`config.mk`:
```
export PLATFORM = sky130hd
export DESIGN_NAME = run_ctrl
export DESIGN_NICKNAME = d
export VERILOG_FILES = /design/src/rtl/run_ctrl.sv
export SDC_FILE = /design/constraint.sdc
export NUM_CORES = 1
export LEC_CHECK = 0
export CORE_MARGIN = 2
export CORE_UTILIZATION = 40
export CTS_CLUSTER_SIZE = 16
export DETAILED_ROUTE_END_ITERATION = 7
export GPL_TIMING_DRIVEN = 0
export PLACE_DENSITY = 0.94
export SLEW_MARGIN = 20
export SYNTH_ARGS = -nofsm -noshare
export SYNTH_HDL_FRONTEND = slang
export SYNTH_SLANG_ARGS = --single-unit
```
`constraint.sdc`:
```
create_clock -name clk -period 3.6 [get_ports clk]
set_input_delay 0.36 -clock clk [delete_from_list [all_inputs] [get_ports clk]]
set_output_delay 0.36 -clock clk [all_outputs]
set_load 0.05 [all_outputs]
```
`src/rtl/run_ctrl.sv`:
```
// run_ctrl -- run sequencer and data-memory port arbiter for the 9-bit core.
//
// Holds the core in reset while the host owns dat_mem. A rising edge on req
// starts a run: one START cycle with the core still in reset, then RUN with
// the memory port handed to the core. A run ends when prog_ctr reaches
// DONE_PC or when the executed-cycle watchdog expires. The core is then
// frozen, the memory port goes back to the host and done is raised.
//
// Ports
//   clk, reset                  rising-edge clock, async active-high reset
//   req                         host start request (level, rising edge acts)
//   prog_ctr                    core program counter
//   core_rst, core_en           core synchronous reset / advance enable
//   core_mwe/maddr/mwdat        core store port
//   host_mreq/we/addr/wdat      host memory access request
//   host_gnt                    host access accepted this cycle
//   mem_we/mem_addr/mem_wdat    muxed port to dat_mem
//   done, timeout, cyc_cnt      run status and executed-cycle count

module run_ctrl #(
   parameter int D       = 12,
   parameter int AW      = 8,
   parameter int DW      = 8,
   parameter int CW      = 16,
   parameter int DONE_PC = 128,
   parameter int MAX_CYC = 4096
) (
   input  logic          clk,
   input  logic          reset,
   input  logic          req,
   input  logic [D-1:0]  prog_ctr,
   output logic          core_rst,
   output logic          core_en,
   input  logic          core_mwe,
   input  logic [AW-1:0] core_maddr,
   input  logic [DW-1:0] core_mwdat,
   input  logic          host_mreq,
   input  logic          host_we,
   input  logic [AW-1:0] host_addr,
   input  logic [DW-1:0] host_wdat,
   output logic          host_gnt,
   output logic          mem_we,
   output logic [AW-1:0] mem_addr,
   output logic [DW-1:0] mem_wdat,
   output logic          done,
   output logic          timeout,
   output logic [CW-1:0] cyc_cnt
);

   localparam logic [D-1:0]  PC_END   = D'(DONE_PC);
   localparam logic [CW-1:0] CYC_LAST = CW'(MAX_CYC - 1);

   typedef enum logic [1:0] {
      IDLE  = 2'd0,
      START = 2'd1,
      RUN   = 2'd2,
      DONE  = 2'd3
   } state_t;

   state_t state;
   state_t state_nx;

   logic req_q;
   logic req_rise;
   logic pc_hit;
   logic wd_hit;
   logic host_own;

   assign req_rise = req & ~req_q;
   assign pc_hit   = (prog_ctr == PC_END);
   // Watchdog fires on the cycle that executes the MAX_CYC-th instruction;
   // a PC match in the same cycle takes priority.
   assign wd_hit   = ~pc_hit & (cyc_cnt == CYC_LAST);

   // ------------------------------------------------------------------
   // Registered state and run status
   // ------------------------------------------------------------------
   always_ff @(posedge clk or posedge reset) begin
      if (reset) begin
         state   <= IDLE;
         req_q   <= 1'b0;
         done    <= 1'b0;
         timeout <= 1'b0;
         cyc_cnt <= '0;
      end else begin
         state <= state_nx;
         req_q <= req;
         case (state)
            START: begin
               cyc_cnt <= '0;
               done    <= 1'b0;
               timeout <= 1'b0;
            end
            RUN: begin
               if (core_en) begin
                  cyc_cnt <= cyc_cnt + 1'b1;
               end
               if (pc_hit) begin
                  done    <= 1'b1;
                  timeout <= 1'b0;
               end else if (wd_hit) begin
                  done    <= 1'b1;
                  timeout <= 1'b1;
               end
            end
            default: begin
            end
         endcase
      end
   end

   // ------------------------------------------------------------------
   // Next state and core control
   // ------------------------------------------------------------------
   always_comb begin
      state_nx = state;
      core_rst = 1'b0;
      core_en  = 1'b0;
      host_own = 1'b0;
      case (state)
         IDLE: begin
            core_rst = 1'b1;
            host_own = 1'b1;
            if (req_rise) begin
               state_nx = START;
            end
         end
         START: begin
            core_rst = 1'b1;
            state_nx = RUN;
         end
         RUN: begin
            // Never execute the instruction sitting at DONE_PC.
            core_en = ~pc_hit;
            if (pc_hit || wd_hit) begin
               state_nx = DONE;
            end
         end
         DONE: begin
            host_own = 1'b1;
            if (req_rise) begin
               state_nx = START;
            end
         end
         default: begin
            state_nx = IDLE;
         end
      endcase
   end

   // ------------------------------------------------------------------
   // Memory port mux: host in IDLE/DONE, core in START/RUN.
   // core_en is low in START, so no store leaks out before RUN.
   // ------------------------------------------------------------------
   always_comb begin
      host_gnt = 1'b0;
      mem_we   = 1'b0;
      mem_addr = core_maddr;
      mem_wdat = core_mwdat;
      if (host_own) begin
         host_gnt = host_mreq;
         mem_we   = host_mreq & host_we;
         mem_addr = host_addr;
         mem_wdat = host_wdat;
      end else begin
         mem_we   = core_mwe & core_en;
      end
   end

endmodule

```
# After elaboration in Yosys (flattened, before gate mapping)
# Index checks and enable logic that the tools add are counted.
[word_totals] reg_bits=21 latch_bits=0 mem_bits_rw=0 romBits=0 elab_cells=46 memories=0
[classes] n_addsub=1 multipliers=0 n_div=0 order_cmp=0 eq_ne=9 shift=0 n_mux=17 bitwise=6 n_reduce_logical=8
[op_table] operator="$pmux 16 s2" count=1
[op_table] operator="$add 16x1->16 const B" count=1
[op_table] operator="$eq 16x12->1 const B" count=1
[op_table] operator="$mux 16" count=1
[op_table] operator="$mux 8" count=2
[op_table] operator="$eq 12x8->1 const B" count=1
[op_table] operator="$mux 1" count=8
[op_table] operator="$pmux 2 s3" count=1
[op_table] operator="$reduce_and 2->1" count=3
[op_table] operator="$and 1x1->1" count=4
[op_table] operator="$eq 2x2->1 const B" count=2
[op_table] operator="$mux 2" count=2
[op_table] operator="$ne 2x2->1 const B" count=2
[op_table] operator="$pmux 1 s2" count=2
[op_table] operator="$reduce_or 2->1" count=2
[op_table] operator="$ne 3x3->1 const B" count=1
[op_table] operator="$eq 2x1->1 const B" count=1
[op_table] operator="$logic_not 2->1" count=1
[op_table] operator="$ne 2x1->1 const B" count=1
[op_table] operator="$not 1->1" count=2
[op_table] operator="$reduce_bool 2->1" count=1
[op_table] operator="$logic_or 1x1->1" count=1

# Depth between registers and ports, before layout
# Gate-level depths: netlist of run 1.
[depth] ltp_word=6 mapped_depth=8 mapped_depth_nobuf=6

# Worst setup path after synthesis of run 1
# Ideal clock, no wire load.
[synth_path] kind="register to output" start="register state[0]" end="output port mem_we" arrival_time_ps=2078 required_time_ps=3240 slack_ps=1162 stages_incl_launch_ff=5 path_cell_list="dfrtp_1 -> inv_1 -> ha_1 -> clkbuf_1 -> o21ai_0"
[synth_between] elab_chain_cells=4
[synth_lines] item="start, declared" line_no="60" rtl="state_t state;"
[synth_lines] item="start signal, assigned" line_no="86" rtl="state <= state_nx;"
[synth_lines] item="$eq 2x2->1 or $logic_not 2->1 (tied branches)" line_no="120" rtl="case (state)"
[synth_lines] item="$mux 1 or $reduce_or 2->1 (tied branches)"
[synth_lines] item="$and 1x1->1 or $mux 1 (tied branches)" line_no="166, 120"
[synth_lines] item="$mux 1 *" line_no="160" rtl="if (host_own) begin"
[synth_lines] item="end, declared" line_no="42" rtl="output logic mem_we,"
# Every way passes the cells marked *; elsewhere a longest branch is shown, timed or not.

# Worst setup path after layout of run 1
# Ends and elaborated chain as after synthesis.

==> flow_summary_export.csv, run 1 <==
group,metric,value,unit
route,vias,1425,
synth,async_reset_ff_share,100.0,%
sta,tns,0,ns
sta,rsz0062_at_grt,"no",
clocking,clock_path_buffers,2,
synth,syn-instance-count,139,
job,maxCapViolCount,0,
critical_path,worst-path-stages,9,
synth,ys_top_cells_by_count,"dfrtp_1, nand2_1, mux2_2, mux2i_1",
synth,synth_top_family_by_area,"simple AND/OR/NAND/NOR gates",
grt,grt_use_total,21.70,%
synth,synth_fa_ha_area_share,4.409,%
critical_path,worstRegToRegCells,8,
route,ant_nets,0,
critical_path,cp.arrival,2.82,ns
clocking,cts_sinks,21,
synth,yosys.area_share.simple,23.99,%
critical_path,path_cells,"inv_1 -> ha_1 -> inv_1 -> a31oi_1 -> buf_6 -> buf_4 -> nand3_1 -> o21ai_0 -> clkdlybuf4s50_1",
critical_path,crit_buf_inv,5,
cells_and_area,n_fill_cell,271,
run_status,outcome,"finished, final reports clean",
power_and_ir_drop,internal_power,0.7856,mW
placement,post-place-ws,0.6043,ns
clocking,post_cts_resized,0,
sta,fin_skew,0.01485,ns
floorplan,initial_core_util,42.19,%
critical_path,worstSetupPathType,"reg2out",
critical_path,end_kind,"primary output",
route,wl_per_cell,15.35,um
critical_path,max_stage_delay,0.83,ns
synth,ys_seq_area_share,37.04,%
grt,grt_pass1_wl,7017,um
route,first_pass_iters,4,
cells_and_area,syn_to_final_growth,67.37,%
route,wl_met3,233,um
critical_path,required,3.24,ns
power_and_ir_drop,clkPwrFrac,7.0,%
cells_and_area,diodes,0,
floorplan,die-area,4039,um2
grt,grt_max_degree,22,
sta,setup_viol,0,
route,via_per_inst,5.163,
power_and_ir_drop,switching_share,52.83,%
critical_path,crit_path_frequent_cell,"inv_1",
synth,synth-compound-area-share,6.966,%
sta,layout_min_cycle_time,3.178,ns
synth,ys.flop_type,"dfrtp_1",
floorplan,rows,21,
synth,ys_ff_latch,21,
route,wirelength,4236,um
sta,fin_ws,0.4222,ns
synth,ys_types,36,
floorplan,die_x,63.56,um
sta,final_max_slew_viol_count,0,
clocking,numCtsBuffers,3,
clocking,cts_tree,"built",
critical_path,critPathTopFamily,"buffers and inverters",
route,wl_met1,1690,um
grt,antenna_found_initial,0,
power_and_ir_drop,p_comb_share,75.6,%
grt,grt_pass1_vias,1477,
sta,post-route-period-util,88.27,%
power_and_ir_drop,peakVddDrop,556.5,uV
min_path,worstHoldPathType,"in2async",
placement,gp_congestion,0.7555,
synth,yosys-top-cells-area,"dfrtp_1, mux2_2, mux2i_1, nand2_1, ha_1",
route,drt_iter0_drc,78,
critical_path,cp_max_fo,10,
synth,synth.net_count,194,
cells_and_area,drive_gt1_share,13.04,%
synth,netlist_area,1419,um2
sta,hold_violations,0,
cells_and_area,final_cells,276,
floorplan,coreArea,3363,um2
placement,dp_cells,272,
power_and_ir_drop,seqPwrFrac,17.3,%
clocking,ctsHtreeMaxLevel,1,
critical_path,cp-start-kind,"flip-flop",
floorplan,die_h,63.56,um
synth,yosysWarnings,0,
synth,synth-xor-area-share,0.6173,%
clocking,path_clk_slew,0.13,ns
placement,io_buffers,87,
sta,tightest_slew,0.8120,ns
clocking,clk_latency,0.32,ns
critical_path,critPathSlowestCell,"clkdlybuf4s50_1",
synth,yosysTopAreaCell,"dfrtp_1",
placement,dp.final_hpwl,3466,um
synth,synth.area.mux_share,23.02,%
clocking,postCtsHoldBufs,0,
synth,synth.avg_cell_area,10.21,um2
cells_and_area,finish.net_count,286,
grt,grt_overflow,0,
clocking,cts-root-buf,"clkbuf_4",
power_and_ir_drop,power_density,701.4,nW/um2
route,drc_errors,0,
sta,max_freq,314.7,MHz
floorplan,io_pins,88,
route,dr_wl_met2,2278,um
route,dr.max_layer_used,"met4",
synth,synth-edff-count,0,
sta,slew_headroom,45.81,%
power_and_ir_drop,p_switching,0.8800,mW
clocking,cts_setup_buffers,0,
power_and_ir_drop,power.leakage,1.002,nW
synth,synth_top_area_share,37.04,%
[cell usage in the layout, fill, tap and decap left out, types with 2 or more instances in the layout]
cell type	count
clkdlybuf4s50_1	87
nand2_1	21
dfrtp_1	21
mux2_2	17
mux2i_1	12
inv_1	7
nand3_1	7
nand4_1	6
nor2_1	6
ha_1	5
nor2b_1	3
clkbuf_1	3
a21oi_1	3
clkbuf_4	3
nor4_4	2
and3_1	2
and4_1	2
o21ai_0	2
[cell families (layout without fill, tap and decap cells)]
kind of cell	count (synthesis)	count (layout)
xor gates and xnor gates	1	1
buffers and inverters	12	103
muxes	30	30
DFF	21	21
AOI/OAI and AO/OA	14	14
adders and majority gates	5	5
and+or+nand+nor	56	56
[flip-flops by register name, summed over array words and instances, names as in the netlist]
name / cells
req_q: 1
done: 1
state: 2
timeout: 1
cyc_cnt: 16
[final timing paths]
check	end	start	slack, ns
setup / recovery	mem_we	state[0]$_DFFE_PP0P_	0.42
hold / removal	state[1]$_DFFE_PP0P_	reset	0.49
setup reg to reg	cyc_cnt[12]$_DFFE_PP0P_	state[0]$_DFFE_PP0P_	1.75
hold reg to reg	cyc_cnt[8]$_DFFE_PP0P_	cyc_cnt[8]$_DFFE_PP0P_	0.51
max in group asynchronous	cyc_cnt[11]$_DFFE_PP0P_	reset	2.60
min in group clk	cyc_cnt[8]$_DFFE_PP0P_	cyc_cnt[8]$_DFFE_PP0P_	0.51
[through the flow]
step | util, % | instance area (um2) | hold WS (ns) | total power [mW]
6_report | 70.61 | 2375 | 0.4864 | 1.666
5_1_grt | 70.61 | 2375 | 0.5264 | 1.746
4_1_cts | 70.61 | 2375 | 0.5070 | 1.673
3_5_place_dp | 69.79 | 2347 | 0.4978 | 1.556
3_3_place_gp | 69.79 | 2347 | 0.4609 | 1.529
2_1_floorplan | - | 1419 | 0.3365 | 1.163
[layout make-up]
class	instances	area (um2)	share of cell area, %
Timing Repair Buffer	87	870.8	36.67
Multi-Input combinational cell	106	837.1	35.25
Sequential cell	21	525.5	22.13
Tap cell	46	57.56	2.424
Buffer	5	30.03	1.264
Inverter	7	26.28	1.106
Clock buffer	3	22.52	0.9484
Clock inverter	1	5.005	0.2107
[metal layers]
metal	GRT usage (%)	vias to the layer above
li1	-	684
met1	25.17	687
met2	40.66	50
met3	5.179	4
met4	3.533	0
met5	0	-
[power groups by stage]
| stage | sequential (mW) | combinational [mW] | clock [mW] |
|---|---|---|---|
| after floorplan | 0.330 | 0.833 | 0 |
| after global placement | 0.291 | 1.24 | 0 |
| after detailed placement | 0.293 | 1.26 | 0 |
| after CTS | 0.288 | 1.27 | 0.119 |
| after global routing | 0.293 | 1.32 | 0.129 |
| final | 0.289 | 1.26 | 0.117 |
Power figures use the tool's default switching activity.
==> run 2, diff against run 1 <==
Settings changed: PLACE_DENSITY 0.94 to 0.95, SKIP_LAST_GASP set to 1.
==> flow_summary_export.csv, run 2 (same netlist as run 1, synthesis figures left out) <==
group,metric,value,unit
run_status,outcome,"finished, final reports clean",
cells_and_area,regArea,525.5,um2
clocking,cts_tree,"built",
critical_path,r2r_start,"state[0]$_DFFE_PP0P_",
cells_and_area,finish.net_count,286,
sta,whs,0.4878,ns
cells_and_area,largest_reg_flops,16,
cells_and_area,multiInputGateArea,837.1,um2
clocking,post_cts_resized,0,
floorplan,io_pins,88,
sta,hold_violations,0,
power_and_ir_drop,power.leakage,0.9987,nW
critical_path,path_cells,"inv_1 -> ha_1 -> inv_1 -> a31oi_1 -> buf_6 -> buf_4 -> nand3_1 -> o21ai_0 -> clkdlybuf4s50_1",
cells_and_area,diodes,0,
clocking,clock_path_buffers,2,
grt,grt_use_total,21.96,%
power_and_ir_drop,power_density,700.4,nW/um2
clocking,cts-root-buf,"clkbuf_4",
critical_path,max_stage_delay,0.84,ns
critical_path,critPathCapture,"mem_we",
clocking,postCtsHoldBufs,0,
sta,max_freq,311.6,MHz
floorplan,coreArea,3363,um2
floorplan,initial_core_util,42.19,%
cells_and_area,layout_commonest_cell,"clkdlybuf4s50_1",
clocking,cts_setup_buffers,0,
route,drt_iter0_drc,69,
sta,setup_viol,0,
grt,grt_pass1_vias,1507,
clocking,path_clk_slew,0.13,ns
grt,antenna_found_initial,0,
route,wl_per_cell,15.03,um
placement,gp_congestion,0.7927,
critical_path,rrSetupSlack,1.73,ns
floorplan,die-area,4039,um2
grt,grt_pass1_wl,6962,um
route,vias,1437,
critical_path,cp-start-kind,"flip-flop",
cells_and_area,n_fill_cell,264,
cells_and_area,largest-register,"cyc_cnt",
critical_path,critPathSlowestCell,"clkdlybuf4s50_1",
floorplan,rows,21,
grt,grt_overflow,0,
sta,layout_min_cycle_time,3.209,ns
cells_and_area,syn_to_final_growth,67.55,%
route,ant_nets,0,
critical_path,reg2reg_to,"cyc_cnt[12]$_DFFE_PP0P_",
clocking,clk_latency,0.31,ns
floorplan,die_x,63.56,um
sta,tns,0,ns
critical_path,startpoint,"state[0]$_DFFE_PP0P_",
placement,dp.final_hpwl,3347,um
sta,rsz0062_at_grt,"no",
placement,io_buffers,87,
critical_path,crit_buf_inv,5,
grt,grt_max_degree,22,
sta,tightest_slew,0.8188,ns
cells_and_area,drive_gt1_share,13.04,%
critical_path,end_kind,"primary output",
sta,final_max_slew_viol_count,0,
clocking,ctsHtreeMaxLevel,1,
critical_path,crit_path_frequent_cell,"inv_1",
route,drc_errors,0,
critical_path,required,3.24,ns
min_path,worstHoldPathType,"in2async",
route,via_per_inst,5.207,
critical_path,cp_max_fo,10,
job,maxCapViolCount,0,
clocking,numCtsBuffers,3,
critical_path,critPathTopFamily,"buffers and inverters",
sta,fin_skew,0.007191,ns
clocking,cts_sinks,21,
power_and_ir_drop,peakVddDrop,779.6,uV
sta,post-route-period-util,89.13,%
sta,slew_headroom,45.35,%
critical_path,worstSetupPathType,"reg2out",
floorplan,die_h,63.56,um
critical_path,cp.arrival,2.85,ns
cells_and_area,final_cell_mix,"clkdlybuf4s50_1, nand2_1, dfrtp_1",
route,first_pass_iters,4,
critical_path,worst-path-stages,9,
critical_path,worstRegToRegCells,8,
cells_and_area,largestRegisters,"cyc_cnt x16, state x2",
route,wirelength,4148,um
-- run 2: per-layer routing --
layer  share of wire, %  wire length (um)  up-vias  global-route usage, %
li1                   -                 -      686                      -
met1                 40              1668      675                  25.96
met2                 52              2170       72                  40.79
met3                6.9               285        4                  4.464
met4               0.58                24        0                  4.348
met5                  0                 0        -                      0
-- run 2: how the worst min path moves through the flow --
stage | from | end | slack [ns] | cells after the start
finish | reset | timeout$_DFFE_PP0P_ | 0.49 | 2
global route | req | req_q$_DFF_PP0_ | 0.48 | 1
CTS | reset | req_q$_DFF_PP0_ | 0.50 | 2
detailed placement | done$_DFFE_PP0P_ | done$_DFFE_PP0P_ | 0.47 | 1
global placement | done$_DFFE_PP0P_ | done$_DFFE_PP0P_ | 0.48 | 1
floorplan | reset | cyc_cnt[0]$_DFFE_PP0P_ | 0.34 | 1
-- run 2: power breakdown --
group,total (mW),leakage (nW),internal [mW],switching [mW]
sequential,0.289,0.283,0.261,0.0274
clock,0.121,0.0139,0.0424,0.0786
combinational,1.26,0.702,0.482,0.773
total,1.66,0.999,0.786,0.879
-- run 2: per-stage QoR --
stage / worst slack, ns / utilization, % / cells / instance area (um2) / power, mW
3_3_place_gp: 0.6424 / 69.79 / 272 / 2347 / 1.530
2_1_floorplan: 1.162 / - / 139 / 1419 / 1.163
3_5_place_dp: 0.5952 / 69.79 / 272 / 2347 / 1.544
4_1_cts: 0.4038 / 70.68 / 276 / 2377 / 1.671
6_report: 0.3912 / 70.68 / 276 / 2377 / 1.665
5_1_grt: 0.2287 / 70.68 / 276 / 2377 / 1.747
-- run 2: final cells by class --
type,count,share of cell area (%)
Buffer,5,1.263
Inverter,7,1.105
Clock buffer,3,0.9474
Timing Repair Buffer,87,36.63
Clock inverter,1,0.3158
Multi-Input combinational cell,106,35.21
Sequential cell,21,22.11
Tap cell,46,2.421
